[src/rtl/mem_port_arbiter.sv]
// mem_port_arbiter: shares one single-ported 32-bit memory between the fetch
// port and the load/store port; data has priority, starvation counter
// guarantees fetch progress, read data is routed back one cycle later.
//
// Ports:
//   clk, reset            clock, synchronous active-high reset
//   if_req/if_addr        fetch read request (held until if_gnt)
//   if_gnt                fetch issued to memory this cycle
//   if_rvalid/if_rdata    fetch read response (one cycle after grant)
//   d_req/d_we/d_be       data request, write flag, write byte enables
//   d_addr/d_wdata        data word address and write data
//   d_gnt                 data request issued to memory this cycle
//   d_rvalid/d_rdata      data read response (reads only)
//   mem_*                 synchronous memory macro port
module mem_port_arbiter #(
    parameter int ADDR_W       = 18,
    parameter int STARVE_LIMIT = 4
) (
    input  logic              clk,
    input  logic              reset,
    input  logic              if_req,
    input  logic [ADDR_W-1:0] if_addr,
    output logic              if_gnt,
    output logic              if_rvalid,
    output logic [31:0]       if_rdata,
    input  logic              d_req,
    input  logic              d_we,
    input  logic [3:0]        d_be,
    input  logic [ADDR_W-1:0] d_addr,
    input  logic [31:0]       d_wdata,
    output logic              d_gnt,
    output logic              d_rvalid,
    output logic [31:0]       d_rdata,
    output logic              mem_en,
    output logic              mem_we,
    output logic [3:0]        mem_be,
    output logic [ADDR_W-1:0] mem_addr,
    output logic [31:0]       mem_wdata,
    input  logic [31:0]       mem_rdata
);

    localparam logic [3:0] LIMIT = 4'(STARVE_LIMIT);

    logic [3:0] starve_q, starve_d;
    logic       rsp_if_q, rsp_if_d;
    logic       rsp_d_q,  rsp_d_d;

    // Grant: data wins a collision unless fetch has waited LIMIT cycles.
    always_comb begin
        if_gnt = 1'b0;
        d_gnt  = 1'b0;
        if (!reset) begin
            if (if_req && d_req) begin
                if (starve_q == LIMIT) if_gnt = 1'b1;
                else                   d_gnt  = 1'b1;
            end else if (if_req) begin
                if_gnt = 1'b1;
            end else if (d_req) begin
                d_gnt = 1'b1;
            end
        end
    end

    // Memory drive; all fields forced to zero when idle.
    always_comb begin
        mem_en    = if_gnt | d_gnt;
        mem_we    = 1'b0;
        mem_be    = 4'h0;
        mem_addr  = '0;
        mem_wdata = 32'h0;
        if (if_gnt) begin
            mem_be   = 4'hF;
            mem_addr = if_addr;
        end else if (d_gnt) begin
            mem_we    = d_we;
            mem_be    = d_we ? d_be : 4'hF;
            mem_addr  = d_addr;
            mem_wdata = d_wdata;
        end
    end

    always_comb begin
        starve_d = starve_q;
        if (!if_req || if_gnt) begin
            starve_d = 4'h0;
        end else if (d_gnt && starve_q != LIMIT) begin
            starve_d = starve_q + 4'h1;
        end
        rsp_if_d = if_gnt;
        rsp_d_d  = d_gnt & ~d_we;
    end

    always_ff @(posedge clk) begin
        if (reset) begin
            starve_q <= 4'h0;
            rsp_if_q <= 1'b0;
            rsp_d_q  <= 1'b0;
        end else begin
            starve_q <= starve_d;
            rsp_if_q <= rsp_if_d;
            rsp_d_q  <= rsp_d_d;
        end
    end

    // Reset in the response cycle drops the response immediately.
    assign if_rvalid = rsp_if_q & ~reset;
    assign d_rvalid  = rsp_d_q & ~reset;
    assign if_rdata  = if_rvalid ? mem_rdata : 32'h0;
    assign d_rdata   = d_rvalid ? mem_rdata : 32'h0;

endmodule

[config.mk]
export PLATFORM = sky130hd
export DESIGN_NAME = mem_port_arbiter
export DESIGN_NICKNAME = d
export VERILOG_FILES = /design/src/rtl/mem_port_arbiter.sv
export SDC_FILE = /design/constraint.sdc
export NUM_CORES = 1
export LEC_CHECK = 0
export ABC_AREA = 0
export BUFFER_PORTS_ARGS = -buffer_cell sky130_fd_sc_hd__buf_4
export CAP_MARGIN = 40
export CORE_AREA = 4 4 89 91
export CTS_CLUSTER_DIAMETER = 150
export DETAILED_ROUTE_END_ITERATION = 6
export DIE_AREA = 0 0 93 95
export GPL_TIMING_DRIVEN = 0
export PLACE_DENSITY = 0.61
export REMOVE_ABC_BUFFERS = 1
export SETUP_SLACK_MARGIN = 0.15
export SLEW_MARGIN = 15
export SYNTH_ARGS = -nofsm -noshare
export SYNTH_HDL_FRONTEND = slang
export SYNTH_SLANG_ARGS = --single-unit
[constraint.sdc]
create_clock -name clk -period 2.35 [get_ports clk]
set_input_delay 0.1175 -clock clk [delete_from_list [all_inputs] [get_ports clk]]
set_output_delay 0.1175 -clock clk [all_outputs]
set_load 0.05 [all_outputs]
==> results.py, run 1 <==
metrics = {
    "grt": {
        "grt_pass1_vias": 1896,
        "globalRouteTotalUtil_pct": 13.3,
        "grt_max_degree": 40,
        "overflow": 0,
        "antenna_found_initial": 0,
        "grt_pass1_wl_um": 9470,
    },
    "clock_network": {
        "cts_buffers": 3,
        "cts.repair.resized": 0,
        "cts_hold_buf": 0,
        "post-cts-setup-buffer-count": 0,
        "clk_pin_slew_ns": 0.04,
        "root_buffer": "clkbuf_8",
        "cts_tree": "done",
        "cts-htree-levels": 1,
        "clk_latency_ns": 0.22,
        "cts.sinks": 6,
        "clk_path_buf_depth": 2,
    },
    "yosys": {
        "synth_seq_area_share_pct": 9.95,
        "yosysTopAreaCell": "and2_1",
        "syn_avg_cell_area_um2": 7.14,
        "synth_xor_area_share_pct": 0.725,
        "synthAdderAreaFrac_pct": 2.07,
        "yosys.area_share.simple_pct": 59.1,
        "mappedNetlistArea_um2": 1210,
        "synthCells": 169,
        "synth_compound_area_share_pct": 19.2,
        "synthTopCellsByArea": "and2_1, a22o_1, dfxtp_1",
        "yosysWarningCount": 0,
        "synth_top_area_share_pct": 50.3,
        "ys_types": 23,
        "synth_top_family_by_area": "simple AND/OR/NAND/NOR gates",
        "synth.mux.area_fraction_pct": 0.829,
        "synth_seq_cells": 6,
    },
    "floorplan": {
        "num_rows": 31,
        "start_util_pct": 16.9,
        "ios": 233,
        "die_area_um2": 8840,
        "die_h_um": 95,
        "die_w_um": 93,
        "core-area_um2": 7140,
    },
    "routing": {
        "drcViolationCount": 0,
        "vias": 1973,
        "routed_wl_um": 6850,
        "wl_per_cell_um": 13.9,
        "drt-initial-drc-count": 32,
        "viasPerCell": 4.00,
        "final_antenna_net_count": 0,
        "drt_first_pass_iters": 4,
    },
    "layout": {
        "multiInputGateArea_um2": 993,
        "fillers": 770,
        "final_common_cell": "buf_4",
        "layout-drive-gt1-share_pct": 61.9,
        "final_cell_mix": "buf_4, and2_1, a22o_1",
        "antennaDiodeCount": 0,
        "final-seq-area_um2": 120,
        "layout.cells.non_filler": 493,
        "area_delta_synth_final_pct": 157,
        "nets": 507,
    },
    "place": {
        "dp_hpwl_um": 6240,
        "dp.cells": 489,
        "port_buffers": 232,
        "gp_congestion": 0.694,
    },
    "flow_run": {
        "max-cap-violations": 0,
    },
    "worst_setup_path": {
        "rrSetupSlack_ns": 0.91,
        "crit_path_end_kind": "output port",
        "slowest_stage": "dfxtp_1",
        "critical_path_class": "reg2out",
        "cp.buffers_inverters": 3,
        "critical_path.top_delay_family": "buffers and inverters",
        "crit_arrival_ns": 1.91,
        "worstPathCellList": "inv_1 > ha_1 > and3b_4 > a21oi_4 > buf_16 > a22o_1 > buf_4",
        "cpPeakStageDelay_ns": 0.37,
        "cp-start-kind": "register",
        "path_max_fanout": 39,
        "required_ns": 2.23,
    },
    "timing": {
        "timing.setup.tns_ns": 0,
        "fin_crit_sh_pct": 86.3,
        "skew_ns": 0.00178,
        "min_period_ns": 2.03,
        "finalHoldViolCount": 0,
        "finalSetupViolations": 0,
        "max_clock_freq_mhz": 493,
        "worstMarginPinSlew_ns": 0.323,
        "rsz0062_at_grt": "no",
        "relSlewSlack_pct": 78.5,
        "finalMaxSlewViolations": 0,
    },
    "power_and_ir_drop": {
        "ir_drop_uv": 119,
        "p_leak_nw": 1.75,
        "p_per_area_nw_per_um2": 277,
    },
    "status": {
        "outcome": "finished, final reports clean",
    },
    "hold_path": {
        "holdCritPathClass": "in2reg",
    },
}
flip-flops by register name (all words and copies together), names as in the netlist:
signal / cells
rsp_if_q: 1
rsp_d_q: 1
starve_q: 4
cell type report:
cell class	instances	area share, %
timing repair buffer	236	58.2
inverter	5	0.605
clock buffer	3	1.33
multi-input combinational	144	32.0
tap	99	4.00
sequential	6	3.87
cells in the mapped netlist (all sizes together):
cell type  count
nor3b          1
nor2b          7
and2          97
or3b           1
inv            5
buf            6
and3b          1
xnor2          1
o211a          2
mux2i          1
a22o          18
ha             2
clkbuf         8
a21oi          1
o21bai         4
nor2           6
nand3          1
dfxtp          6
nand2b         1
where the power goes:
| group | total (mW) | internal, mW | leakage, nW | switching, mW |
|---|---|---|---|---|
| combinational | 0.599 | 0.248 | 1.68 | 0.350 |
| clock | 0.153 | 0.110 | 0.0216 | 0.0428 |
| sequential | 0.106 | 0.105 | 0.0488 | 0.00114 |
logic make-up (layout without fill, tap and decap cells):
family,count (synthesis),after routing
buf+inv,19,244
mux,1,1
compound gates,25,25
fa+ha+maj,2,2
flops,6,6
xor+xnor,1,1
simple gates,115,115
metal layers:
layer	track usage, %	vias up	share of wire, %
li1	-	995	-
met1	13.7	838	32
met2	26.5	138	54
met3	3.90	2	13
met4	2.93	0	0.47
met5	0	-	0
final timing paths:
| check | to | from | cells after the start |
|---|---|---|---|
| max | mem_addr[6] | starve_q[0] | 7 |
| min | rsp_d_q | d_we | 2 |
| max reg2reg | starve_q[2] | starve_q[0] | 5 |
| min reg2reg | starve_q[0] | starve_q[0] | 1 |
through the flow:
| stage | setup WS [ns] | total power, mW | cell area, um^2 | hold slack, ns | utilization [%] |
|---|---|---|---|---|---|
| after detailed placement | 0.404 | 0.713 | 3050 | 0.317 | 42.8 |
| after floorplan | 0.00814 | 0.431 | 1130 | 0.189 | - |
| final | 0.323 | 0.857 | 3100 | 0.0900 | 43.4 |
| after CTS | 0.163 | 0.870 | 3090 | 0.0839 | 43.3 |
| after global placement | 0.0749 | 0.699 | 2990 | 0.312 | 41.9 |
| after global routing | 0.205 | 0.903 | 3100 | 0.0935 | 43.4 |
No activity file was read; power rests on OpenSTA's default activity.
==> run 2, diff against run 1 <==
==> constraint.sdc (replaced) <==
create_clock -name clk -period 2.53 [get_ports clk]
set_input_delay 0.1265 -clock clk [delete_from_list [all_inputs] [get_ports clk]]
set_output_delay 0.1265 -clock clk [all_outputs]
set_load 0.05 [all_outputs]
==> run 2 against run 1 <==
  * Critical path depth is the same
  * Clock-buffer cell count stayed put
  * Clock skew barely moved
  * Sequential cell count stayed put
  * Worst hold slack better by 0.0090 ns
  * Cell area down 0.24%
  * Global-route usage is the same
  * Highest routed layer unchanged
  * Via count is 0.20% lower
  * Power is 7.2% lower
  * Combinational power down 7.3%
==> results.py, run 2 (same netlist as run 1, synthesis figures left out) <==
metrics = {
    "status": {
        "outcome": "finished, final reports clean",
    },
    "routing": {
        "viasPerCell": 4.00,
        "drt_first_pass_iters": 4,
        "routed_wl_um": 6850,
        "drcViolationCount": 0,
        "drt-initial-drc-count": 32,
        "vias": 1969,
        "wl_per_cell_um": 13.9,
        "final_antenna_net_count": 0,
    },
    "worst_setup_path": {
        "crit_arrival_ns": 2.04,
        "crit_path_end_kind": "output port",
        "required_ns": 2.40,
        "critical_path_class": "reg2out",
        "path_max_fanout": 39,
        "slowest_stage": "dfxtp_1",
        "cpPeakStageDelay_ns": 0.37,
        "critical_path.top_delay_family": "compound AO/OA/AOI/OAI gates",
        "cp.buffers_inverters": 3,
        "worstPathCellList": "inv_1 > ha_1 > and3b_4 > a21oi_4 > buf_16 > a22o_1 > buf_4",
        "cp-start-kind": "register",
    },
    "place": {
        "port_buffers": 232,
        "dp_hpwl_um": 6240,
        "gp_congestion": 0.694,
        "dp.cells": 489,
        "placed_cell_area_um2": 3050,
    },
    "layout": {
        "final_cell_mix": "buf_4, and2_1, a22o_1",
        "layout-drive-gt1-share_pct": 61.8,
        "area_delta_synth_final_pct": 156,
        "antennaDiodeCount": 0,
        "fin_area_um2": 3090,
        "layout.cells.non_filler": 492,
        "top_regs": "starve_q: 4 flops, rsp_d_q: 1 flops, rsp_if_q: 1 flops",
        "largest_reg_flops": 4,
        "fillers": 771,
        "multiInputGateArea_um2": 993,
        "final_common_cell": "buf_4",
        "nets": 506,
        "regMostFlops": "starve_q",
        "final-seq-area_um2": 120,
    },
    "floorplan": {
        "die_h_um": 95,
        "die_area_um2": 8840,
        "die_w_um": 93,
        "start_util_pct": 16.9,
        "ios": 233,
        "num_rows": 31,
        "core-area_um2": 7140,
    },
    "clock_network": {
        "cts_buffers": 3,
        "cts_hold_buf": 0,
        "cts.repair.resized": 0,
        "clk_pin_slew_ns": 0.04,
        "root_buffer": "clkbuf_8",
        "cts-htree-levels": 1,
        "clk_latency_ns": 0.22,
        "post-cts-setup-buffer-count": 0,
        "cts.sinks": 6,
        "cts_tree": "done",
        "clk_path_buf_depth": 2,
    },
    "hold_path": {
        "holdCritPathClass": "in2reg",
    },
    "timing": {
        "fin_crit_sh_pct": 85.6,
        "skew_ns": 0.00176,
        "hold_slack_ns": 0.0990,
        "finalSetupViolations": 0,
        "relSlewSlack_pct": 75.0,
        "worstMarginPinSlew_ns": 0.374,
        "finalHoldViolCount": 0,
        "max_clock_freq_mhz": 462,
        "rsz0062_at_grt": "no",
        "timing.setup.tns_ns": 0,
        "min_period_ns": 2.17,
        "finalMaxSlewViolations": 0,
    },
    "grt": {
        "antenna_found_initial": 0,
        "grt_max_degree": 40,
        "grt_pass1_vias": 1896,
        "overflow": 0,
        "globalRouteTotalUtil_pct": 13.3,
        "grt_pass1_wl_um": 9470,
    },
    "power_and_ir_drop": {
        "p_per_area_nw_per_um2": 257,
        "p_leak_nw": 1.74,
        "p_total_mw": 0.795,
        "ir_drop_uv": 110,
    },
    "flow_run": {
        "max-cap-violations": 0,
    },
}
run 2: final timing paths:
path	from	endpoint	slack, ns	depth (start not counted)
setup / recovery	starve_q[0]	mem_addr[6]	0.36	7
hold / removal	d_we	rsp_d_q	0.1	2
setup reg to reg	starve_q[0]	starve_q[2]	1.08	5
hold reg to reg	starve_q[0]	starve_q[0]	0.47	1
run 2: final cells by class:
type                    instances  share of cell area, %
well taps                      99                   4.00
inverters                       5                  0.607
multi-input cells             144                   32.1
repair buffers                235                   58.1
clock buffers                   3                   1.33
flip-flops and latches          6                   3.88
run 2: per-stage QoR:
step | util, % | setup WS (ns)
finish | 43.3 | 0.365
global route | 43.3 | 0.212
CTS | 43.3 | 0.334
detailed placement | 42.8 | 0.575
global placement | 41.9 | 0.246
floorplan | - | 0.179
run 2: routing by layer:
layer / GRT usage (%) / up-vias / wire length [um]
met1: 13.7 / 837 / 2240
met3: 3.90 / 2 / 868
met5: 0 / - / 0
li1: - / 992 / -
met4: 2.93 / 0 / 32
met2: 26.5 / 138 / 3720
run 2: power breakdown:
part           internal [mW]  total (mW)  switching [mW]
registers             0.0973      0.0984         0.00106
clock network          0.102       0.142          0.0397
logic                  0.230       0.555           0.325
total                  0.429       0.795           0.366
run 2: worst register-to-register path, stage by stage (launching register included):
cell	delay, ns
dfxtp_1	0.37
inv_1	0.06
ha_1	0.21
and3b_4	0.22
or3b_1	0.42
nor2_1	0.11
==> run 3, diff against run 2 <==
--- a/config.mk
+++ b/config.mk
@@ -13,6 +13,7 @@
 export DETAILED_ROUTE_END_ITERATION = 6
 export DIE_AREA = 0 0 93 95
 export GPL_TIMING_DRIVEN = 0
+export MAX_ROUTING_LAYER = met4
 export PLACE_DENSITY = 0.61
 export REMOVE_ABC_BUFFERS = 1
 export SETUP_SLACK_MARGIN = 0.15
==> constraint.sdc (replaced) <==
create_clock -name clk -period 2.53 [get_ports clk]
set_input_delay 0.1265 -clock clk [delete_from_list [all_inputs] [get_ports clk]]
set_output_delay 0.1265 -clock clk [all_outputs]
set_load 0.02 [all_outputs]
==> run 3 against run 2 <==
  * First-iteration DRC count up 3.1%
  * Fmax up 2.6%
  * Register-to-register slack about the same
  * Critical path depth unchanged
  * Sequential share of layout area unchanged
  * Global-route usage up 0.38 points
  * Cell count unchanged
  * Routed wire length up 0.15%
  * Clock skew unchanged
  * Non-clock buffer count unchanged
  * Critical endpoint unchanged
==> results.py, run 3 (same netlist as run 1, synthesis figures left out) <==
metrics = {
    "status": {
        "outcome": "finished, final reports clean",
    },
    "layout": {
        "fillers": 771,
        "nets": 506,
        "layout.cells.non_filler": 492,
        "layout-drive-gt1-share_pct": 61.8,
        "antennaDiodeCount": 0,
        "area_delta_synth_final_pct": 156,
        "regMostFlops": "starve_q",
        "utilization_pct": 43.3,
        "final-seq-area_um2": 120,
        "final_common_cell": "buf_4",
        "final_cell_mix": "buf_4, and2_1, a22o_1",
        "largest_reg_flops": 4,
        "multiInputGateArea_um2": 993,
        "top_regs": "starve_q: 4 flops, rsp_d_q: 1 flops, rsp_if_q: 1 flops",
    },
    "worst_setup_path": {
        "critical_path_class": "reg2out",
        "cp.buffers_inverters": 3,
        "path_max_fanout": 39,
        "crit_path_start": "starve_q[0]",
        "cpPeakStageDelay_ns": 0.37,
        "crit_arrival_ns": 1.98,
        "crit_path_end_kind": "output port",
        "critical_path.top_delay_family": "compound AO/OA/AOI/OAI gates",
        "ff2ff_path_depth": 5,
        "required_ns": 2.40,
        "cp-start-kind": "register",
        "crit_cells": 7,
        "slowest_stage": "dfxtp_1",
        "r2r-start": "starve_q[0]",
        "worstPathCellList": "inv_1 > ha_1 > and3b_4 > a21oi_4 > buf_16 > a22o_1 > buf_4",
    },
    "power_and_ir_drop": {
        "p_per_area_nw_per_um2": 209,
        "p_leak_nw": 1.74,
        "ir_drop_uv": 109,
    },
    "flow_run": {
        "max-cap-violations": 0,
    },
    "routing": {
        "drcViolationCount": 0,
        "viasPerCell": 4.00,
        "final_antenna_net_count": 0,
        "routed_wl_um": 6860,
        "drt-initial-drc-count": 33,
        "vias": 1970,
        "wl_per_cell_um": 14.0,
        "drt_first_pass_iters": 4,
    },
    "floorplan": {
        "die_w_um": 93,
        "ios": 233,
        "die_area_um2": 8840,
        "die_h_um": 95,
        "start_util_pct": 16.9,
        "num_rows": 31,
        "core-area_um2": 7140,
    },
    "grt": {
        "grt_pass1_wl_um": 9450,
        "met1_usage_pct": 14.4,
        "grt_pass1_vias": 1901,
        "overflow": 0,
        "busiest_layer": "met2",
        "use_met2_pct": 26.5,
        "antenna_found_initial": 0,
        "globalRouteTotalUtil_pct": 13.7,
        "grt_max_degree": 40,
        "grt_use_met3_pct": 2.71,
    },
    "timing": {
        "max_clock_freq_mhz": 474,
        "skew_ns": 0.00176,
        "finalHoldViolCount": 0,
        "relSlewSlack_pct": 75.0,
        "finalMaxSlewViolations": 0,
        "worstMarginPinSlew_ns": 0.374,
        "min_period_ns": 2.11,
        "finalSetupViolations": 0,
        "fin_crit_sh_pct": 83.4,
        "timing.setup.tns_ns": 0,
        "rsz0062_at_grt": "no",
    },
    "clock_network": {
        "clk_pin_slew_ns": 0.04,
        "cts.repair.resized": 0,
        "clk_latency_ns": 0.22,
        "post-cts-setup-buffer-count": 0,
        "cts_hold_buf": 0,
        "clk_path_buf_depth": 2,
        "root_buffer": "clkbuf_8",
        "cts_buffers": 3,
        "cts_tree": "done",
        "cts-htree-levels": 1,
        "cts.sinks": 6,
    },
    "place": {
        "port_buffers": 232,
        "gp_congestion": 0.701,
        "dp_hpwl_um": 6240,
        "dp.cells": 489,
    },
    "hold_path": {
        "min_from": "d_we",
        "worstHoldPathCells": 2,
        "holdCritPathClass": "in2reg",
    },
}
==> run 3: cell counts in the layout (fill, tap and decap cells not counted) <==
Identical to the previous run, type by type.
==> run 3: stage by stage <==
stage / area, um^2 / hold slack, ns / worst slack [ns] / power (mW)
after floorplan: 1130 / 0.198 / 0.607 / 0.256
after global placement: 2990 / 0.321 / 0.303 / 0.501
after detailed placement: 3050 / 0.326 / 0.632 / 0.514
after CTS: 3090 / 0.0929 / 0.391 / 0.660
after global routing: 3090 / 0.102 / 0.269 / 0.690
final: 3090 / 0.0990 / 0.420 / 0.647
==> run 3: area by class of cell <==
type                    count  area share (%)
clock buffers               3            1.33
inverters                   5           0.607
multi-input cells         144            32.1
flip-flops and latches      6            3.88
well taps                  99            4.00
repair buffers            235            58.1
==> run 3: worst paths after layout <==
check	to	slack (ns)
worst max-delay path	mem_addr[6]	0.42
worst min-delay path	rsp_d_q	0.1
worst max register to register	starve_q[2]	1.08
worst min register to register	starve_q[0]	0.47
==> run 3: power by group <==
part           total (mW)  switching [mW]  internal, mW  leakage [nW]
Sequential         0.0984         0.00106        0.0973        0.0488
Clock               0.142          0.0397         0.102        0.0216
Combinational       0.407           0.180         0.227          1.67
Total               0.647           0.221         0.427          1.74
==> run 3: routing by layer <==
| layer | vias to the layer above | wire length [um] | share of wire [%] |
|---|---|---|---|
| li1 | 992 | - | - |
| met1 | 838 | 2340 | 34 |
| met2 | 138 | 3710 | 54 |
| met3 | 2 | 780 | 11 |
| met4 | 0 | 32 | 0.47 |
| met5 | - | 0 | 0 |
